[src/rtl/rs232_rx.sv]
// RS-232 receiver: 8N1 frames, mid-bit sampling after a 2-flop synchronizer.
// Reports each byte with valid/pending/ack handshake, framing errors and overruns.
module rs232_rx #(
  parameter int CLKS_PER_BIT = 16
) (
  input  logic       clk,
  input  logic       rst,
  input  logic       UART_RX,
  input  logic       ack,
  output logic [7:0] data,
  output logic       valid,
  output logic       pending,
  output logic       receiving,
  output logic       uart_ferr,
  output logic       uart_ovf
);

  localparam int CW = $clog2(CLKS_PER_BIT + 1);
  localparam logic [CW-1:0] HALF_M1 = CW'(CLKS_PER_BIT / 2 - 1);
  localparam logic [CW-1:0] BIT_M1  = CW'(CLKS_PER_BIT - 1);

  typedef enum logic [2:0] {IDLE, START, DATA, STOP, BREAK} state_t;

  logic [1:0] sync_reg;
  logic       rx_s;

  generate
    for (genvar gi = 0; gi < 2; gi++) begin : g_sync
      if (gi == 0) begin : g_first
        always_ff @(posedge clk) begin
          if (rst) sync_reg[gi] <= 1'b1;
          else     sync_reg[gi] <= UART_RX;
        end
      end else begin : g_rest
        always_ff @(posedge clk) begin
          if (rst) sync_reg[gi] <= 1'b1;
          else     sync_reg[gi] <= sync_reg[gi-1];
        end
      end
    end
  endgenerate

  assign rx_s = sync_reg[1];

  state_t          state_reg, state_next;
  logic [CW-1:0]   cnt_reg, cnt_next;
  logic [2:0]      idx_reg, idx_next;
  logic [7:0]      shift_reg, shift_next;
  logic [7:0]      data_reg, data_next;
  logic            valid_reg, valid_next;
  logic            pending_reg, pending_next;
  logic            ferr_reg, ferr_next;

  always_ff @(posedge clk) begin
    if (rst) begin
      state_reg   <= IDLE;
      cnt_reg     <= '0;
      idx_reg     <= '0;
      shift_reg   <= '0;
      data_reg    <= '0;
      valid_reg   <= 1'b0;
      pending_reg <= 1'b0;
      ferr_reg    <= 1'b0;
    end else begin
      state_reg   <= state_next;
      cnt_reg     <= cnt_next;
      idx_reg     <= idx_next;
      shift_reg   <= shift_next;
      data_reg    <= data_next;
      valid_reg   <= valid_next;
      pending_reg <= pending_next;
      ferr_reg    <= ferr_next;
    end
  end

  always_comb begin
    state_next = state_reg;
    cnt_next   = cnt_reg + CW'(1);
    idx_next   = idx_reg;
    shift_next = shift_reg;
    data_next  = data_reg;
    valid_next = 1'b0;
    ferr_next  = 1'b0;
    // valid wins over a same-cycle ack so the new byte stays pending
    if (valid_reg)  pending_next = 1'b1;
    else if (ack)   pending_next = 1'b0;
    else            pending_next = pending_reg;

    unique case (state_reg)
      IDLE: begin
        cnt_next = '0;
        if (!rx_s) state_next = START;
      end
      START: begin
        if (cnt_reg == HALF_M1) begin
          cnt_next   = '0;
          idx_next   = '0;
          state_next = rx_s ? IDLE : DATA;
        end
      end
      DATA: begin
        if (cnt_reg == BIT_M1) begin
          cnt_next   = '0;
          shift_next = {rx_s, shift_reg[7:1]};
          idx_next   = idx_reg + 3'd1;
          if (idx_reg == 3'd7) state_next = STOP;
        end
      end
      STOP: begin
        if (cnt_reg == BIT_M1) begin
          cnt_next = '0;
          if (rx_s) begin
            data_next  = shift_reg;
            valid_next = 1'b1;
            state_next = IDLE;
          end else begin
            ferr_next  = 1'b1;
            state_next = BREAK;
          end
        end
      end
      BREAK: begin
        cnt_next = '0;
        if (rx_s) state_next = IDLE;
      end
      default: state_next = IDLE;
    endcase
  end

  assign data      = data_reg;
  assign valid     = valid_reg;
  assign pending   = pending_reg;
  assign receiving = (state_reg != IDLE);
  assign uart_ferr = ferr_reg;
  // ack sampled in the valid cycle itself suppresses the overrun
  assign uart_ovf  = valid_reg & pending_reg & ~ack;

endmodule

[config.mk]
export PLATFORM = sky130hd
export DESIGN_NAME = rs232_rx
export DESIGN_NICKNAME = d
export VERILOG_FILES = /design/src/rtl/rs232_rx.sv
export SDC_FILE = /design/constraint.sdc
export NUM_CORES = 1
export LEC_CHECK = 0
export CAP_MARGIN = 10
export CORE_UTILIZATION = 45
export DETAILED_ROUTE_END_ITERATION = 10
export GPL_TIMING_DRIVEN = 0
export PLACE_DENSITY_LB_ADDON = 0.1
export SKIP_LAST_GASP = 1
export SLEW_MARGIN = 20
export SYNTH_ARGS = -nofsm -noshare
export SYNTH_HDL_FRONTEND = slang
export SYNTH_SLANG_ARGS = --single-unit
[constraint.sdc]
create_clock -name clk -period 1.9 [get_ports clk]
set_input_delay 0.57 -clock clk [delete_from_list [all_inputs] [get_ports clk]]
set_output_delay 0.57 -clock clk [all_outputs]
set_load 0.01 [all_outputs]
Word level (Yosys, flattened, before mapping)
Cells that the tools add are included.
- input bits: 4
- flip-flop bits (word level): 32
- output and inout bits: 13
- bitwise operators: 5
- muxes and demuxes: 19
- reduce and logical (&&, ||, !) cells: 11
- add/subtract/negate cells: 2
- eq/ne operators: 13
- operator list (kind ; count):
    2-to-1 mux 3 bit ; 9
    one-hot mux 3 bit (5 select lines) ; 1
    one-hot mux 5 bit (3 select lines) ; 1
    inequality test 2 bit, second input constant ; 6
    2-to-1 mux 5 bit ; 2
    equality test 3 x 2 -> 1 bit, second input constant ; 2
    equality test 3 bit, second input constant ; 2
    one-hot mux 3 bit (2 select lines) ; 1
    AND reduction 3 bit ; 2
    AND reduction 6 bit ; 1
    adder 5 x 1 -> 5 bit, second input constant ; 1
    equality test 5 x 3 -> 1 bit, second input constant ; 1
    equality test 5 x 4 -> 1 bit, second input constant ; 1
    2-to-1 mux 1 bit ; 4
    nonzero test 2 bit ; 2
    OR reduction 2 bit ; 2
    adder 3 x 1 -> 3 bit, second input constant ; 1
    equality test 3 x 1 -> 1 bit, second input constant ; 1
    logical NOT 3 bit ; 1
    NOT 1 bit ; 3
    nonzero test 3 bit ; 1
    OR reduction 3 bit ; 1
    bitwise AND 1 bit ; 2
    2-to-1 mux 2 bit ; 1
    AND reduction 2 bit ; 1

Longest topological paths before layout
- depth in word-level cells: 4
- mapped depth: 9

Worst setup path after synthesis
No wires, ideal clock.
- kind: reg-to-reg
- start point: reg cnt_reg[0]
- end point: reg valid_reg, in the netlist valid
- data arrival time: 1.682 ns
- cell stages (with the launch flop): 10
- clock period less this slack: 1.796 ns
- buffers on the path: 2
- library setup time: 0.114 ns
- required time: 1.786 ns
- path slack: 0.104 ns
- cells stage by stage: dfxtp_1 ha_1 nand3_1 inv_1 ha_1 and4b_1 buf_4 and2_1 buf_6 and2b_1
- longest elaborated chain between the ends: 3
- RTL lines (item ; line ; source):
    start: declaration ; 46 ; logic [CW-1:0] cnt_reg, cnt_next;
    start signal: assignment ; 66 ; cnt_reg <= cnt_next;
    equality test 5 x 4 -> 1 bit ; 110 ; if (cnt_reg == BIT_M1) begin
    NOT 1 bit (no source line) ; - ;
    OR reduction 3 bit (no source line) ; - ;
    end signal: assignment ; 70 ; valid_reg <= valid_next;
    end: declaration ; 50 ; logic valid_reg, valid_next;
Every way passes these cells.
A chain may end at the register's enable or synchronous reset.

Worst setup path in the final report
- start point: reg state_reg[1]
- end point: out receiving
- longest elaborated chain between the ends: 1
- RTL lines (item ; line ; source):
    start: declaration ; 45 ; state_t state_reg, state_next;
    start signal: assignment ; 65 ; state_reg <= state_next;
    nonzero test 3 bit ; 133 ; assign receiving = (state_reg != IDLE);
    end: declaration ; 13 ; output logic receiving,
Every way passes these cells.

==> results.json <==
{
  "run_status": "complete, no violations",
  "finClkSkew_ns": 0.0108,
  "drtIter0Drc": 71,
  "wl_per_cell_microns": 14.8,
  "cts_max_path_buffers": 2,
  "critPathLaunchType": "flip-flop",
  "grt_usage": 0.211,
  "path_class": "reg -> out",
  "min_period_over_period": 0.981,
  "gp_congestion": 0.761,
  "ys_ff_latch": 32,
  "yosys_warnings": 0,
  "grt_antenna_before_repair": 0,
  "timing.slew.headroom": 0.678,
  "cap_violations": 0,
  "pwr-share-seq": 0.614,
  "combPwrFrac": 0.050,
  "design.core.area_sq_mm": 0.00305,
  "io_buffers": 16,
  "crit_path_max_fanout": 7,
  "dr_total_vias": 1215,
  "seq_area_frac_synth": 0.444,
  "fin_crit_ns": 1.86,
  "cts_tree": "yes",
  "path_clk_slew_ns": 0.10,
  "maxSlewViolCount": 0,
  "cp.required_ns": 1.33,
  "layout-drive-gt1-share": 0.189,
  "hold_viol": 0,
  "syn_nets": 158,
  "syn_area_per_cell_sq_um": 9.68,
  "tightest_slew_ns": 0.475,
  "ys.flop_type": "dfxtp_1",
  "power_frac_clock": 0.337,
  "ant_nets": 0,
  "p_int_mw": 0.836,
  "cts_buffers": 5,
  "drc": 0,
  "root_buffer": "clkbuf_4",
  "fill_cells": 295,
  "ir_drop_uv": 366,
  "end_kind": "output pin",
  "arrival_ns": 1.29,
  "overflow": 0,
  "diodes": 0,
  "synth_enable_flop_cells": 0,
  "post_drt_via_cell_ratio": 5.42,
  "min_path_type": "reg -> reg",
  "rsz0062_at_grt": "true",
  "power_density_mw_per_mm2": 606,
  "place_area_sq_mm": 0.00166,
  "clock_latency_ns": 0.34,
  "rows": 20,
  "dp_hpwl_microns": 2180,
  "ios": 17,
  "areaGrowthSynthToFinish_pct": 26.1,
  "max_clock_freq_mhz": 536,
  "first_pass_iters": 4,
  "synthArstFlopShare": 0,
  "leakage_nw": 0.687,
  "swShare": 0.242,
  "final_cell_mix": "27 x dfxtp_1, 14 x nor2_1, 13 x clkdlybuf4s50_1",
  "postCtsHoldBufs": 0,
  "design_area_sq_mm": 0.00182,
  "wirelength_microns": 3310,
  "grt_pass1_wl_microns": 5240,
  "power_mw": 1.10,
  "grt_pass1_vias": 1143,
  "ys_types": 37,
  "die_h_microns": 58.6,
  "htreeDepth": 2,
  "grt_max_degree": 11,
  "nets": 189,
  "cts.sinks": 32,
  "die-area_sq_mm": 0.00344,
  "final_common_cell": "dfxtp_1",
  "start_util": 0.473,
  "synthCells": 149,
  "die_w_microns": 58.6,
  "switching_power_mw": 0.267,
  "setup_violations": 0,
  "netlist_area_sq_mm": 0.00144
}
-- synthesized netlist by cell type, types with 2 or more instances --
master,count,share of area
inv_1,4,0.010
o21ai_1,8,0.028
buf_6,2,0.016
a31oi_1,3,0.013
and3b_1,2,0.012
nor2_1,14,0.036
ha_1,5,0.043
nor2b_1,2,0.0087
nand4b_1,8,0.049
nor4bb_1,2,0.014
o221ai_1,2,0.012
and2_1,2,0.0087
nor3_1,4,0.014
or2_2,2,0.0087
nand2_1,5,0.013
and3_1,2,0.0087
dfxtp_1,32,0.44
buf_4,2,0.010
nand3_1,2,0.0069
xor2_1,2,0.012
or3_1,2,0.0087
a21oi_1,2,0.0069
nand3b_1,3,0.016
mux2i_1,8,0.056
nand2b_1,10,0.043
clkbuf_1,7,0.018
and4b_1,2,0.014
-- through the flow --
step | setup slack, ns | util | hold slack [ns] | TNS [ns] | instances
floorplan | 0.104 | - | 0.389 | 0 | 149
global placement | -0.370 | 0.543 | 0.396 | -4.13 | 209
detailed placement | -0.391 | 0.543 | 0.396 | -4.03 | 209
CTS | 0.00611 | 0.564 | 0.423 | 0 | 217
global route | -0.0116 | 0.596 | 0.440 | -0.0268 | 224
finish | 0.0354 | 0.596 | 0.420 | 0 | 224
-- layer usage --
layer / share of wire / routed length (microns) / track usage / vias up
li1: - / - / - / 586
met1: 0.42 / 1380 / 0.237 / 594
met2: 0.52 / 1720 / 0.351 / 26
met3: 0.040 / 134 / 0.0901 / 9
met4: 0.021 / 71 / 0.0884 / 0
met5: 0 / 0 / 0 / -
-- power by group through the flow --
stage                     Combinational, mW  Clock [mW]  Sequential [mW]
after global placement               0.0500           0            0.693
after CTS                            0.0492       0.367            0.678
final                                0.0548       0.371            0.677
after floorplan                      0.0326           0            0.692
after detailed placement             0.0505           0            0.694
after global routing                 0.0592       0.405            0.678
-- kinds of logic after synthesis --
family / share of synthesized area
flip-flops: 0.444
XOR/XNOR: 0.0121
multiplexers: 0.0711
adder cells (fa/ha/maj): 0.0434
AO/OA/AOI/OAI: 0.0945
buffers and inverters: 0.0546
AND/OR/NAND/NOR: 0.280
-- final timing paths --
kind	startpoint	to	slack (ns)	cells after the start
max	state_reg[1]	receiving	0.04	3
min	sync_reg[0]	rx_s	0.42	1
max reg2reg	cnt_reg[0]	valid	0.09	9
min reg2reg	sync_reg[0]	rx_s	0.42	1
-- critical path, stage by stage, from the launching register on --
cell	delay, ns
dfxtp_4	0.36
buf_6	0.12
or3_1	0.33
buf_2	0.14
-- layout make-up --
cell class	count	area, sq um	area share
inverters	4	15.0	0.00825
flip-flops and latches	32	652	0.358
clock buffers	6	41.3	0.0227
repair buffers	25	216	0.119
multi-input cells	102	763	0.420
plain buffers	10	71.3	0.0392
well taps	44	55.1	0.0303
clock inverters	1	5.00	0.00275
-- repair_timing --
action                                  CTS  global route
endpoints found under the setup margin   19            19
resized for setup                        19            13
cloned                                    0             1
pin swaps                                 1             1
buffers inserted                          1             7
No activity file was read; power rests on OpenSTA's default activity.
